`config.mk`:
```
export PLATFORM = sky130hd
export DESIGN_NAME = datapath_sequencer_flat
export DESIGN_NICKNAME = d
export VERILOG_FILES = /design/src/rtl/datapath_seq_pkg.sv /design/src/rtl/datapath_sequencer_if.sv /design/src/rtl/datapath_sequencer.sv /design/src/flat_wrapper.sv
export SDC_FILE = /design/constraint.sdc
export NUM_CORES = 1
export LEC_CHECK = 0
export ABC_AREA = 0
export BUFFER_PORTS_ARGS = -buffer_cell sky130_fd_sc_hd__buf_2
export CAP_MARGIN = 20
export CORE_UTILIZATION = 47
export CTS_CLUSTER_DIAMETER = 40
export DETAILED_ROUTE_END_ITERATION = 10
export PLACE_DENSITY_LB_ADDON = 0.05
export SYNTH_ARGS = -nofsm -noshare
export SYNTH_HDL_FRONTEND = slang
export SYNTH_SLANG_ARGS = --single-unit
export TNS_END_PERCENT = 20
```
`constraint.sdc`:
```
create_clock -name clk -period 2.1 [get_ports clk]
set_input_delay 0.42 -clock clk [delete_from_list [all_inputs] [get_ports clk]]
set_output_delay 0.42 -clock clk [all_outputs]
set_load 0.01 [all_outputs]
```
`src/rtl/datapath_seq_pkg.sv`:
```
// Shared types and constants for the Lab 5 datapath sequencer.
//   cmd_kind_t  : command kinds (MOVI, MOV, ALU, CMP)
//   seq_state_t : sequencer states (IDLE, RDA, RDB, EXEC, WRC, WRI)
//   cmd_t       : captured command payload
//   ctrl_t      : registered control bundle presented to the datapath
//   decode_ctrl : per-state control decode
package datapath_seq_pkg;

   localparam int unsigned KIND_W  = 2;
   localparam int unsigned REG_W   = 3;
   localparam int unsigned SHIFT_W = 2;
   localparam int unsigned ALUOP_W = 2;
   localparam int unsigned IMM_W   = 8;
   localparam int unsigned DATA_W  = 16;

   typedef enum logic [KIND_W-1:0] {
      MOVI = 2'b00,
      MOV  = 2'b01,
      ALU  = 2'b10,
      CMP  = 2'b11
   } cmd_kind_t;

   typedef enum logic [2:0] {
      IDLE = 3'd0,
      RDA  = 3'd1,
      RDB  = 3'd2,
      EXEC = 3'd3,
      WRC  = 3'd4,
      WRI  = 3'd5
   } seq_state_t;

   localparam logic [ALUOP_W-1:0] ALU_ADD = 2'b00;
   localparam logic [ALUOP_W-1:0] ALU_SUB = 2'b01;
   localparam logic [ALUOP_W-1:0] ALU_AND = 2'b10;
   localparam logic [ALUOP_W-1:0] ALU_NOT = 2'b11;

   typedef struct packed {
      cmd_kind_t           kind;
      logic [REG_W-1:0]    rd;
      logic [REG_W-1:0]    rn;
      logic [REG_W-1:0]    rm;
      logic [SHIFT_W-1:0]  shift;
      logic [ALUOP_W-1:0]  aluop;
      logic [IMM_W-1:0]    imm;
   } cmd_t;

   // cmd_ready is kept as the MSB so the reset constant is easy to form
   typedef struct packed {
      logic                cmd_ready;
      logic [REG_W-1:0]    readnum;
      logic                loada;
      logic                loadb;
      logic [SHIFT_W-1:0]  shift;
      logic                asel;
      logic                bsel;
      logic [ALUOP_W-1:0]  alu_op;
      logic                loadc;
      logic                loads;
      logic [REG_W-1:0]    writenum;
      logic                write;
      logic                vsel;
      logic [DATA_W-1:0]   datapath_in;
      logic                done;
   } ctrl_t;

   // Control outputs for a given state and captured command; unlisted fields stay 0
   function automatic ctrl_t decode_ctrl(input seq_state_t st, input cmd_t c);
      ctrl_t o;
      o = '0;
      case (st)
         IDLE: o.cmd_ready = 1'b1;
         RDA: begin
            o.readnum = c.rn;
            o.loada   = 1'b1;
         end
         RDB: begin
            o.readnum = c.rm;
            o.loadb   = 1'b1;
         end
         EXEC: begin
            o.shift = c.shift;
            o.bsel  = 1'b0;
            o.loadc = 1'b1;
            case (c.kind)
               ALU: begin
                  o.asel   = 1'b0;
                  o.alu_op = c.aluop;
                  o.loads  = 1'b1;
               end
               CMP: begin
                  // compare only updates status; C keeps its value
                  o.asel   = 1'b0;
                  o.alu_op = ALU_SUB;
                  o.loads  = 1'b1;
                  o.loadc  = 1'b0;
                  o.done   = 1'b1;
               end
               default: begin
                  // MOV: zero A so the ALU passes the shifted B through
                  o.asel   = 1'b1;
                  o.alu_op = ALU_ADD;
                  o.loads  = 1'b0;
               end
            endcase
         end
         WRC: begin
            o.writenum = c.rd;
            o.write    = 1'b1;
            o.vsel     = 1'b0;
            o.done     = 1'b1;
         end
         WRI: begin
            o.writenum    = c.rd;
            o.write       = 1'b1;
            o.vsel        = 1'b1;
            o.datapath_in = DATA_W'(c.imm);
            o.done        = 1'b1;
         end
         default: o = '0;
      endcase
      return o;
   endfunction

endpackage

```
`src/rtl/datapath_sequencer_if.sv`:
```
// Command handshake bundle between a command source and the sequencer.
//   master : command source (drives cmd_valid and fields, reads cmd_ready)
//   slave  : sequencer (reads cmd_valid and fields, drives cmd_ready)
interface datapath_sequencer_if;
   import datapath_seq_pkg::*;

   logic                cmd_valid;
   logic                cmd_ready;
   logic [KIND_W-1:0]   cmd_kind;
   logic [REG_W-1:0]    cmd_rd;
   logic [REG_W-1:0]    cmd_rn;
   logic [REG_W-1:0]    cmd_rm;
   logic [SHIFT_W-1:0]  cmd_shift;
   logic [ALUOP_W-1:0]  cmd_aluop;
   logic [IMM_W-1:0]    cmd_imm;

   modport master (
      output cmd_valid, cmd_kind, cmd_rd, cmd_rn, cmd_rm, cmd_shift, cmd_aluop, cmd_imm,
      input  cmd_ready
   );

   modport slave (
      input  cmd_valid, cmd_kind, cmd_rd, cmd_rn, cmd_rm, cmd_shift, cmd_aluop, cmd_imm,
      output cmd_ready
   );

endinterface

```
`src/rtl/datapath_sequencer.sv`:
```
// Automatic controller for the Lab 5 datapath: accepts one command per
// valid/ready handshake and steps the datapath through read, execute and
// writeback, pulsing done on the last action cycle.
//   clk, reset_n          : clock, asynchronous active-low reset
//   cmd                   : command handshake (slave side)
//   readnum/loada/loadb   : register read stage
//   shift/asel/bsel/ALUop/loadc/loads : execute stage
//   writenum/write/vsel/datapath_in   : writeback stage
//   done                  : last action cycle of a command
module datapath_sequencer
   import datapath_seq_pkg::*;
(
   input  logic                 clk,
   input  logic                 reset_n,
   datapath_sequencer_if.slave  cmd,
   output logic [REG_W-1:0]     readnum,
   output logic                 loada,
   output logic                 loadb,
   output logic [SHIFT_W-1:0]   shift,
   output logic                 asel,
   output logic                 bsel,
   output logic [ALUOP_W-1:0]   ALUop,
   output logic                 loadc,
   output logic                 loads,
   output logic [REG_W-1:0]     writenum,
   output logic                 write,
   output logic                 vsel,
   output logic [DATA_W-1:0]    datapath_in,
   output logic                 done
);

   localparam int unsigned CTRL_W = $bits(ctrl_t);
   localparam ctrl_t CTRL_RESET = ctrl_t'({1'b1, (CTRL_W-1)'(0)});

   seq_state_t state_q, state_d;
   cmd_t       cmd_q, cmd_d, cmd_in;
   ctrl_t      ctrl_q, ctrl_d;

   // State, command and control registers; controls are registered from the
   // next state so every output is a clean Moore output
   always_ff @(posedge clk or negedge reset_n) begin
      if (!reset_n) begin
         state_q <= IDLE;
         cmd_q   <= '0;
         ctrl_q  <= CTRL_RESET;
      end else begin
         state_q <= state_d;
         cmd_q   <= cmd_d;
         ctrl_q  <= ctrl_d;
      end
   end

   // Next state, command capture and control decode
   always_comb begin
      state_d = state_q;
      cmd_d   = cmd_q;

      cmd_in.kind  = cmd_kind_t'(cmd.cmd_kind);
      cmd_in.rd    = cmd.cmd_rd;
      cmd_in.rn    = cmd.cmd_rn;
      cmd_in.rm    = cmd.cmd_rm;
      cmd_in.shift = cmd.cmd_shift;
      cmd_in.aluop = cmd.cmd_aluop;
      cmd_in.imm   = cmd.cmd_imm;

      case (state_q)
         IDLE: begin
            if (cmd.cmd_valid) begin
               cmd_d = cmd_in;
               case (cmd_in.kind)
                  MOVI:    state_d = WRI;
                  MOV:     state_d = RDB;
                  default: state_d = RDA;
               endcase
            end
         end
         RDA:     state_d = RDB;
         RDB:     state_d = EXEC;
         EXEC:    state_d = (cmd_q.kind == CMP) ? IDLE : WRC;
         WRC:     state_d = IDLE;
         WRI:     state_d = IDLE;
         default: state_d = IDLE;
      endcase

      ctrl_d = decode_ctrl(state_d, cmd_d);
   end

   assign cmd.cmd_ready = ctrl_q.cmd_ready;
   assign readnum       = ctrl_q.readnum;
   assign loada         = ctrl_q.loada;
   assign loadb         = ctrl_q.loadb;
   assign shift         = ctrl_q.shift;
   assign asel          = ctrl_q.asel;
   assign bsel          = ctrl_q.bsel;
   assign ALUop         = ctrl_q.alu_op;
   assign loadc         = ctrl_q.loadc;
   assign loads         = ctrl_q.loads;
   assign writenum      = ctrl_q.writenum;
   assign write         = ctrl_q.write;
   assign vsel          = ctrl_q.vsel;
   assign datapath_in   = ctrl_q.datapath_in;
   assign done          = ctrl_q.done;

endmodule

```
`src/flat_wrapper.sv`:
```
// flat-port wrapper written by rule: the top's interface ports become plain ports
module datapath_sequencer_flat import datapath_seq_pkg::*;
  (clk, reset_n, readnum, loada, loadb, shift, asel, bsel, ALUop, loadc, loads, writenum, write, vsel, datapath_in, done, cmd_cmd_valid, cmd_cmd_kind, cmd_cmd_rd, cmd_cmd_rn, cmd_cmd_rm, cmd_cmd_shift, cmd_cmd_aluop, cmd_cmd_imm, cmd_cmd_ready);
  datapath_sequencer_if cmd_i ();
  input  logic clk;
  input  logic reset_n;
  output logic [REG_W-1:0] readnum;
  output logic loada;
  output logic loadb;
  output logic [SHIFT_W-1:0] shift;
  output logic asel;
  output logic bsel;
  output logic [ALUOP_W-1:0] ALUop;
  output logic loadc;
  output logic loads;
  output logic [REG_W-1:0] writenum;
  output logic write;
  output logic vsel;
  output logic [DATA_W-1:0] datapath_in;
  output logic done;
  input wire logic [$bits(cmd_i.cmd_valid)-1:0] cmd_cmd_valid;
  input wire logic [$bits(cmd_i.cmd_kind)-1:0] cmd_cmd_kind;
  input wire logic [$bits(cmd_i.cmd_rd)-1:0] cmd_cmd_rd;
  input wire logic [$bits(cmd_i.cmd_rn)-1:0] cmd_cmd_rn;
  input wire logic [$bits(cmd_i.cmd_rm)-1:0] cmd_cmd_rm;
  input wire logic [$bits(cmd_i.cmd_shift)-1:0] cmd_cmd_shift;
  input wire logic [$bits(cmd_i.cmd_aluop)-1:0] cmd_cmd_aluop;
  input wire logic [$bits(cmd_i.cmd_imm)-1:0] cmd_cmd_imm;
  output wire logic [$bits(cmd_i.cmd_ready)-1:0] cmd_cmd_ready;
  assign cmd_i.cmd_valid = cmd_cmd_valid;
  assign cmd_i.cmd_kind = cmd_cmd_kind;
  assign cmd_i.cmd_rd = cmd_cmd_rd;
  assign cmd_i.cmd_rn = cmd_cmd_rn;
  assign cmd_i.cmd_rm = cmd_cmd_rm;
  assign cmd_i.cmd_shift = cmd_cmd_shift;
  assign cmd_i.cmd_aluop = cmd_cmd_aluop;
  assign cmd_i.cmd_imm = cmd_cmd_imm;
  assign cmd_cmd_ready = cmd_i.cmd_ready;
  datapath_sequencer u_core (.clk(clk), .reset_n(reset_n), .cmd(cmd_i), .readnum(readnum), .loada(loada), .loadb(loadb), .shift(shift), .asel(asel), .bsel(bsel), .ALUop(ALUop), .loadc(loadc), .loads(loads), .writenum(writenum), .write(write), .vsel(vsel), .datapath_in(datapath_in), .done(done));
endmodule
```
==> flow_summary.json, run 1 <==
{
  "status": "complete, no violations",
  "r2r_slack_ns": 0.31,
  "utilization_pct": 59.0,
  "htree_levels": 2,
  "dpl.hpwl_microns": 2100,
  "r2r-end": "u_core.writenum[1]",
  "cp_max_fo": 10,
  "die_w_microns": 61.5,
  "yosys.area.top_type_share_pct": 61.6,
  "routed_via_density": 4.67,
  "yosys_warnings": 0,
  "grt_pass1_vias": 1058,
  "wirelength_microns": 2900,
  "max_freq_ghz": 0.557,
  "seq_area_sq_um": 1050,
  "grt_pass1_wl_microns": 4740,
  "fin_ws_ns": 0.305,
  "worstMarginPinSlew_ns": 0.649,
  "netlist_area_sq_um": 1670,
  "cts_root_buf": "clkbuf_4",
  "cts_buffer_depth": 2,
  "finalPower_mw": 2.44,
  "antenna_cells": 0,
  "layout_min_cycle_time_ns": 1.79,
  "worstHoldPathType": "primary input to async pin",
  "synthMuxAreaShare_pct": 3.83,
  "yosys-top-cells-area": "dfrtp_1 62%, buf_4 4.5%, nand2_1 4.1%",
  "synth_area_per_cell_sq_um": 12.3,
  "hold_viol_final": 0,
  "drive_above_1_share_pct": 37.7,
  "slew_headroom_pct": 56.3,
  "wire_per_inst_microns": 12.2,
  "fillers": 313,
  "grt_setup_unrepaired": "false",
  "yosys_most_used_dff": "dfrtp_1",
  "critPathArrivalTime_ns": 2.02,
  "placed_cell_area_sq_um": 1930,
  "async_flop_share_pct": 100,
  "fin_nets": 216,
  "synthSimpleGateAreaFrac_pct": 19.4,
  "routabilityCongestion": 0.752,
  "area_growth_pct": 19.1,
  "synth_top_cell_by_area": "dfrtp_1",
  "core_sq_um": 3360,
  "cts_setup_buffers": 0,
  "antenna_found_initial": 0,
  "die-height_microns": 61.5,
  "hold_slack_ns": 0.109,
  "rows": 21,
  "crit_required_ns": 2.33,
  "ioPinCount": 62,
  "numPortBuffers": 52,
  "ys_seq_area_share_pct": 63.1,
  "finClkSkew_ns": 0.00608,
  "synth_edf_count": 0,
  "grtUsageTotal_pct": 18.2,
  "clk_pin_slew_ns": 0.11,
  "overflow": 0,
  "dp_slack_ns": 0.308,
  "drc": 0,
  "min_period_over_period_pct": 85.5,
  "grt_max_degree": 43,
  "start_kind": "flop",
  "initial_core_util_pct": 49.6,
  "place_inst": 229,
  "slew_violations": 0,
  "powerDensity_nw_per_um2": 1230,
  "clk_latency_ns": 0.35,
  "worstReg2RegStart": "u_core.state_q[2]",
  "setup_violations": 0,
  "crit_type": "flop to flop",
  "cts_tree": "yes",
  "ant_nets": 0,
  "maxCapViolCount": 0,
  "synthXorXnorAreaFrac_pct": 0,
  "synthCells": 136,
  "synth_top_family_by_area": "simple AND/OR/NAND/NOR gates",
  "cts_hold_buf": 0,
  "reg2reg_depth": 3,
  "finalNonFillerCells": 237,
  "fin_tns_setup_ns": 0,
  "dr.pass1.iters": 4,
  "synth_cell_type_count": 33,
  "synth_common_cells": "41 x dfrtp_1, 18 x nand2_1, 10 x buf_4",
  "cts-resized-gates": 0,
  "power.leakage_nw": 1.13,
  "fin_area_sq_um": 1990,
  "synthAdderAreaFrac_pct": 0,
  "synth-compound-area-share_pct": 4.50,
  "num_vias": 1106,
  "dieArea_sq_um": 3790,
  "cts_inserted_buffers": 5,
  "synth_most_common_cell": "dfrtp_1",
  "drt-initial-drc-count": 31,
  "cts.sinks": 42,
  "ir_drop_v": 0.000645,
  "synth_seq_cells": 42,
  "end_kind": "flop",
  "multi_input_area_sq_um": 495
}
## cell type report
type / instances / share of cell area, %
clock inverters: 1 / 0.252
repair buffers: 57 / 15.0
clock buffers: 7 / 2.77
well taps: 46 / 2.90
inverters: 6 / 1.13
flip-flops and latches: 42 / 53.0
multi-input cells: 78 / 25.0
## layout by cell type, fill, tap and decap left out, types with 4 or more instances in the layout
cell	count
and3_1	8
buf_2	52
buf_4	5
clkbuf_4	5
conb_1	9
dfrtp_1	41
inv_1	6
nand2_1	18
nor2_1	4
nor2b_1	5
## cell families after synthesis
group           after synthesis
other cells                   1
simple gates                 53
flops                        42
mux                           6
compound gates               10
buf+inv                      24
## flip-flops by register name, summed over array words and instances, names as in the netlist
signal and count:
u_core.readnum 3, u_core.cmd.cmd_ready 1, u_core.cmd_q 12, u_core.loadc 1, u_core.datapath_in 8, u_core.loada 1, u_core.asel 1, u_core.vsel 1
u_core.loadb 1, u_core.state_q 3, u_core.done 1, u_core.ALUop 2, u_core.write 1, u_core.loads 1, u_core.shift 2, u_core.writenum 3
## where the power goes
part,total (mW),switching [mW],internal (mW)
clock,0.405,0.242,0.162
combinational,0.814,0.441,0.373
sequential,1.22,0.144,1.08
total,2.44,0.827,1.61
## metal layers
metal	GRT usage, %	wire (microns)	part of all wire [%]
met5	0	0	0
met3	6.72	140	4.8
met4	10.2	36	1.2
met1	21.3	1260	43
met2	29.0	1460	51
## worst max path at each step
stage	start	end	cells past startpoint
5_1_grt	u_core.state_q[2]	u_core.writenum[1]	4
2_1_floorplan	u_core.state_q[1]	u_core.writenum[0]	4
6_report	u_core.state_q[2]	u_core.writenum[1]	3
4_1_cts	u_core.state_q[2]	u_core.writenum[1]	3
3_5_place_dp	u_core.state_q[2]	u_core.writenum[0]	3
3_3_place_gp	u_core.state_q[1]	u_core.writenum[2]	3
## critical path, stage by stage (launching register included)
cell and delay [ns]:
dfrtp_1 0.52, nor4b_4 0.60, mux2_2 0.41, nor2b_1 0.13
Power figures use the tool's default switching activity.
==> run 2: changes to the inputs <==
--- a/config.mk
+++ b/config.mk
@@ -11,6 +11,7 @@
 export CORE_UTILIZATION = 47
 export CTS_CLUSTER_DIAMETER = 40
 export DETAILED_ROUTE_END_ITERATION = 10
+export MAX_ROUTING_LAYER = met4
 export PLACE_DENSITY_LB_ADDON = 0.05
 export SYNTH_ARGS = -nofsm -noshare
 export SYNTH_HDL_FRONTEND = slang
==> flow_summary.json, run 2 (synthesis results as in run 1) <==
{
  "status": "complete, no violations",
  "crit_type": "flop to flop",
  "wirelength_microns": 2900,
  "overflow": 0,
  "wire_per_inst_microns": 12.2,
  "layout_min_cycle_time_ns": 1.79,
  "htree_levels": 2,
  "dieArea_sq_um": 3790,
  "p_comb_share_pct": 33.4,
  "grtUsageTotal_pct": 18.8,
  "worstHoldPathType": "primary input to async pin",
  "setup_violations": 0,
  "drive_above_1_share_pct": 37.7,
  "num_vias": 1106,
  "swShare_pct": 33.9,
  "numPortBuffers": 52,
  "grt_pass1_vias": 1058,
  "critPathArrivalTime_ns": 2.02,
  "routabilityCongestion": 0.762,
  "critPathTopFamily": "simple AND/OR/NAND/NOR gates",
  "ant_nets": 0,
  "grt_setup_unrepaired": "false",
  "grt_pass1_wl_microns": 4740,
  "seqPwrFrac_pct": 50.0,
  "end_kind": "flop",
  "power.leakage_nw": 1.13,
  "routed_via_density": 4.67,
  "cts_tree": "yes",
  "cp_num_buf_inv": 0,
  "cts_buffer_depth": 2,
  "dpl.hpwl_microns": 2100,
  "crit_required_ns": 2.33,
  "drc": 0,
  "die_w_microns": 61.5,
  "fin_tns_setup_ns": 0,
  "cts_hold_buf": 0,
  "cts_setup_buffers": 0,
  "min_period_over_period_pct": 85.5,
  "die-height_microns": 61.5,
  "dr.pass1.iters": 4,
  "hold_viol_final": 0,
  "largest_register": "u_core.cmd_q",
  "clk_pin_slew_ns": 0.11,
  "start_kind": "flop",
  "clk_latency_ns": 0.35,
  "cts.sinks": 42,
  "area_growth_pct": 19.1,
  "ioPinCount": 62,
  "intPower_mw": 1.61,
  "finalPower_mw": 2.44,
  "max_freq_ghz": 0.557,
  "slew_violations": 0,
  "core_sq_um": 3360,
  "path_depth": 3,
  "largest_reg_flops": 12,
  "finClkSkew_ns": 0.00608,
  "layout_commonest_cell": "buf_2",
  "drt-initial-drc-count": 31,
  "reg2reg_depth": 3,
  "antenna_cells": 0,
  "cp_max_fo": 10,
  "cts_root_buf": "clkbuf_4",
  "cts_inserted_buffers": 5,
  "initial_core_util_pct": 49.6,
  "powerDensity_nw_per_um2": 1230,
  "cts-resized-gates": 0,
  "pwr-share-clk_pct": 16.6,
  "grt_max_degree": 43,
  "rows": 21,
  "fin_nets": 216,
  "ir_drop_v": 0.000645,
  "antenna_found_initial": 0,
  "slew_headroom_pct": 56.3,
  "max_stage_delay_ns": 0.60,
  "cp_slowest_cell": "nor4b_4",
  "maxCapViolCount": 0,
  "worstMarginPinSlew_ns": 0.649,
  "crit_chain": "nor4b_4, mux2_2, nor2b_1",
  "p_sw_uw": 827,
  "final_cell_mix": "52 x buf_2, 41 x dfrtp_1, 18 x nand2_1, 9 x conb_1, 8 x and3_1"
}
==> run 2: per-stage QoR <==
stage	setup WS [ns]	hold slack (ns)	area, sq um	util (%)	std cells
after floorplan	0.595	0.124	1700	-	144
after global placement	0.354	0.452	1930	57.3	229
after detailed placement	0.308	0.459	1930	57.3	229
after CTS	0.275	0.116	1990	59.0	237
after global routing	0.159	0.139	1990	59.0	237
final	0.305	0.109	1990	59.0	237
==> run 2: final cells by class <==
cell class / instances / area, sq um
Multi-Input combinational cell: 78 / 495
Sequential cell: 42 / 1050
Clock inverter: 1 / 5.00
Inverter: 6 / 22.5
Tap cell: 46 / 57.6
Clock buffer: 7 / 55.1
Timing Repair Buffer: 57 / 298
Fill cell: 313 / 1380
==> run 2: metal layers <==
metal  up-vias  share of wire (%)  global-route usage [%]
li1        536                  -                       -
met1       533                 43                    21.3
met2        33                 50                    29.0
met3         4                5.0                    6.72
met4         0                1.2                    10.2
met5         -                  0                       -
==> run 2: final timing paths <==
path / start / endpoint / slack (ns)
max: u_core.state_q[2] / u_core.writenum[1] / 0.31
min: reset_n / u_core.datapath_in[6] / 0.11
max reg2reg: u_core.state_q[2] / u_core.writenum[1] / 0.31
min reg2reg: u_core.cmd_q[10] / u_core.cmd_q[10] / 0.48
max in group asynchronous: reset_n / u_core.cmd.cmd_ready / 1.61
min in group clk: cmd_cmd_aluop[0] / u_core.cmd_q[8] / 0.26
==> run 2: power groups by stage <==
stage	clock [mW]	combinational (mW)	sequential, mW
finish	0.405	0.814	1.22
global route	0.462	0.934	1.26
CTS	0.418	0.831	1.23
detailed placement	0	0.827	1.24
global placement	0	0.814	1.23
floorplan	0	0.579	1.25
==> run 3: changes to the inputs <==
--- a/config.mk
+++ b/config.mk
@@ -8,7 +8,7 @@
 export ABC_AREA = 0
 export BUFFER_PORTS_ARGS = -buffer_cell sky130_fd_sc_hd__buf_2
 export CAP_MARGIN = 20
-export CORE_UTILIZATION = 47
+export CORE_UTILIZATION = 43
 export CTS_CLUSTER_DIAMETER = 40
 export DETAILED_ROUTE_END_ITERATION = 10
 export MAX_ROUTING_LAYER = met4
==> constraint.sdc (replaced) <==
create_clock -name clk -period 1.5 [get_ports clk]
set_input_delay 0.3 -clock clk [delete_from_list [all_inputs] [get_ports clk]]
set_output_delay 0.3 -clock clk [all_outputs]
set_load 0.01 [all_outputs]
==> flow_summary.json, run 3 (synthesis results as in run 1) <==
{
  "status": "finished, violations left",
  "violations": "negative setup slack",
  "initial_core_util_pct": 45.2,
  "crit_required_ns": 1.67,
  "die_w_microns": 64.3,
  "cts_buffer_depth": 2,
  "overflow": 0,
  "fin_area_sq_um": 2220,
  "num_vias": 1173,
  "startpoint": "u_core.state_q[1]",
  "cp_max_fo": 4,
  "drc": 0,
  "largest_register": "u_core.cmd_q",
  "routed_via_density": 4.67,
  "core_sq_um": 3690,
  "grtUsageTotal_pct": 18.8,
  "placed_cell_area_sq_um": 2010,
  "fin_ws_ns": -0.0420,
  "area_growth_pct": 33.3,
  "clk_pin_slew_ns": 0.08,
  "slew_violations": 0,
  "dpl.hpwl_microns": 2370,
  "wire_per_inst_microns": 13.2,
  "grt_setup_unrepaired": "true",
  "min_period_over_period_pct": 103,
  "maxCapViolCount": 0,
  "power.leakage_nw": 1.24,
  "cts_tree": "yes",
  "worstReg2RegStart": "u_core.state_q[1]",
  "grt_max_degree": 28,
  "worstHoldPathType": "primary input to flop",
  "rows": 22,
  "cts.sinks": 42,
  "layout_commonest_cell": "buf_2",
  "crit_type": "flop to flop",
  "routabilityCongestion": 0.867,
  "fin_nets": 228,
  "start_kind": "flop",
  "clk_latency_ns": 0.29,
  "dp_slack_ns": -0.0625,
  "cts_root_buf": "clkbuf_8",
  "dieArea_sq_um": 4130,
  "min-delay-start": "cmd_cmd_rn[0]",
  "die-height_microns": 64.3,
  "grt_pass1_wl_microns": 5590,
  "powerDensity_nw_per_um2": 1830,
  "dr.pass1.iters": 4,
  "ioPinCount": 62,
  "antenna_found_initial": 0,
  "ant_nets": 0,
  "cts_inserted_buffers": 5,
  "drive_above_1_share_pct": 45.8,
  "hold_viol_final": 0,
  "grt_pass1_vias": 1214,
  "antenna_cells": 0,
  "end_kind": "flop",
  "htree_levels": 2,
  "hold_slack_ns": 0.212,
  "setup_violations": 9,
  "critPathArrivalTime_ns": 1.71,
  "max_freq_ghz": 0.649,
  "ir_drop_v": 0.000935,
  "wirelength_microns": 3320,
  "layout_min_cycle_time_ns": 1.54,
  "largest_reg_flops": 12,
  "final_cell_mix": "52 x buf_2, 41 x dfrtp_1, 18 x nand2_1, 14 x buf_4, 9 x conb_1",
  "finClkSkew_ns": 0.00604,
  "finalPower_mw": 4.06,
  "drt-initial-drc-count": 36,
  "numPortBuffers": 52
}
==> run 3: final cells by class <==
class | count | area [sq um]
tap | 48 | 60.1
inverter | 6 | 22.5
multi-input combinational | 78 | 581
clock inverter | 1 | 5.00
sequential | 42 | 1050
clock buffer | 7 | 86.3
fill | 325 | 1470
timing repair buffer | 69 | 415
==> run 3: through the flow <==
stage	setup TNS (ns)	utilization, %	instances
after floorplan	-0.0144	-	144
after global placement	-0.0598	54.6	239
after detailed placement	-0.138	54.6	239
after CTS	-0.102	58.4	249
after global routing	-0.670	60.2	251
final	-0.192	60.2	251
==> run 3: timing repair <==
action | in CTS | in global routing
pin swaps | 1 | 5
hold buffers | 1 | 0
setup endpoints to repair | 10 | 14
endpoints found under the hold margin | 15 | 0
setup buffers | 1 | 2
resized for setup | 7 | 10
==> run 3: worst max-delay path, stage by stage, from the launching register on <==
cell and delay (ns):
dfrtp_1 0.43, nor4b_4 0.35, buf_4 0.21, mux2_4 0.30, nor2b_1 0.13
==> run 3: final timing paths <==
check	end	slack, ns	depth (start not counted)
worst max-delay path	u_core.writenum[1]	-0.04	4
worst min-delay path	u_core.readnum[0]	0.21	2
worst max register to register	u_core.writenum[1]	-0.04	4
worst min register to register	u_core.cmd_q[10]	0.48	2
max in group asynchronous	u_core.cmd.cmd_ready	0.51	3
min in group asynchronous	u_core.writenum[1]	0.46	2
==> run 3: metal layers <==
layer | part of all wire, % | global-route usage (%) | vias up
met5 | 0 | - | -
met4 | 1.4 | 8.61 | 0
met3 | 5.3 | 4.29 | 7
met2 | 50 | 30.3 | 39
met1 | 44 | 22.6 | 566
li1 | - | - | 561
==> run 3: where the power goes <==
group / internal (mW) / leakage [nW] / switching [mW] / total (mW)
Combinational: 0.842 / 0.646 / 0.776 / 1.62
Sequential: 1.51 / 0.549 / 0.201 / 1.72
Clock: 0.371 / 0.0482 / 0.357 / 0.728
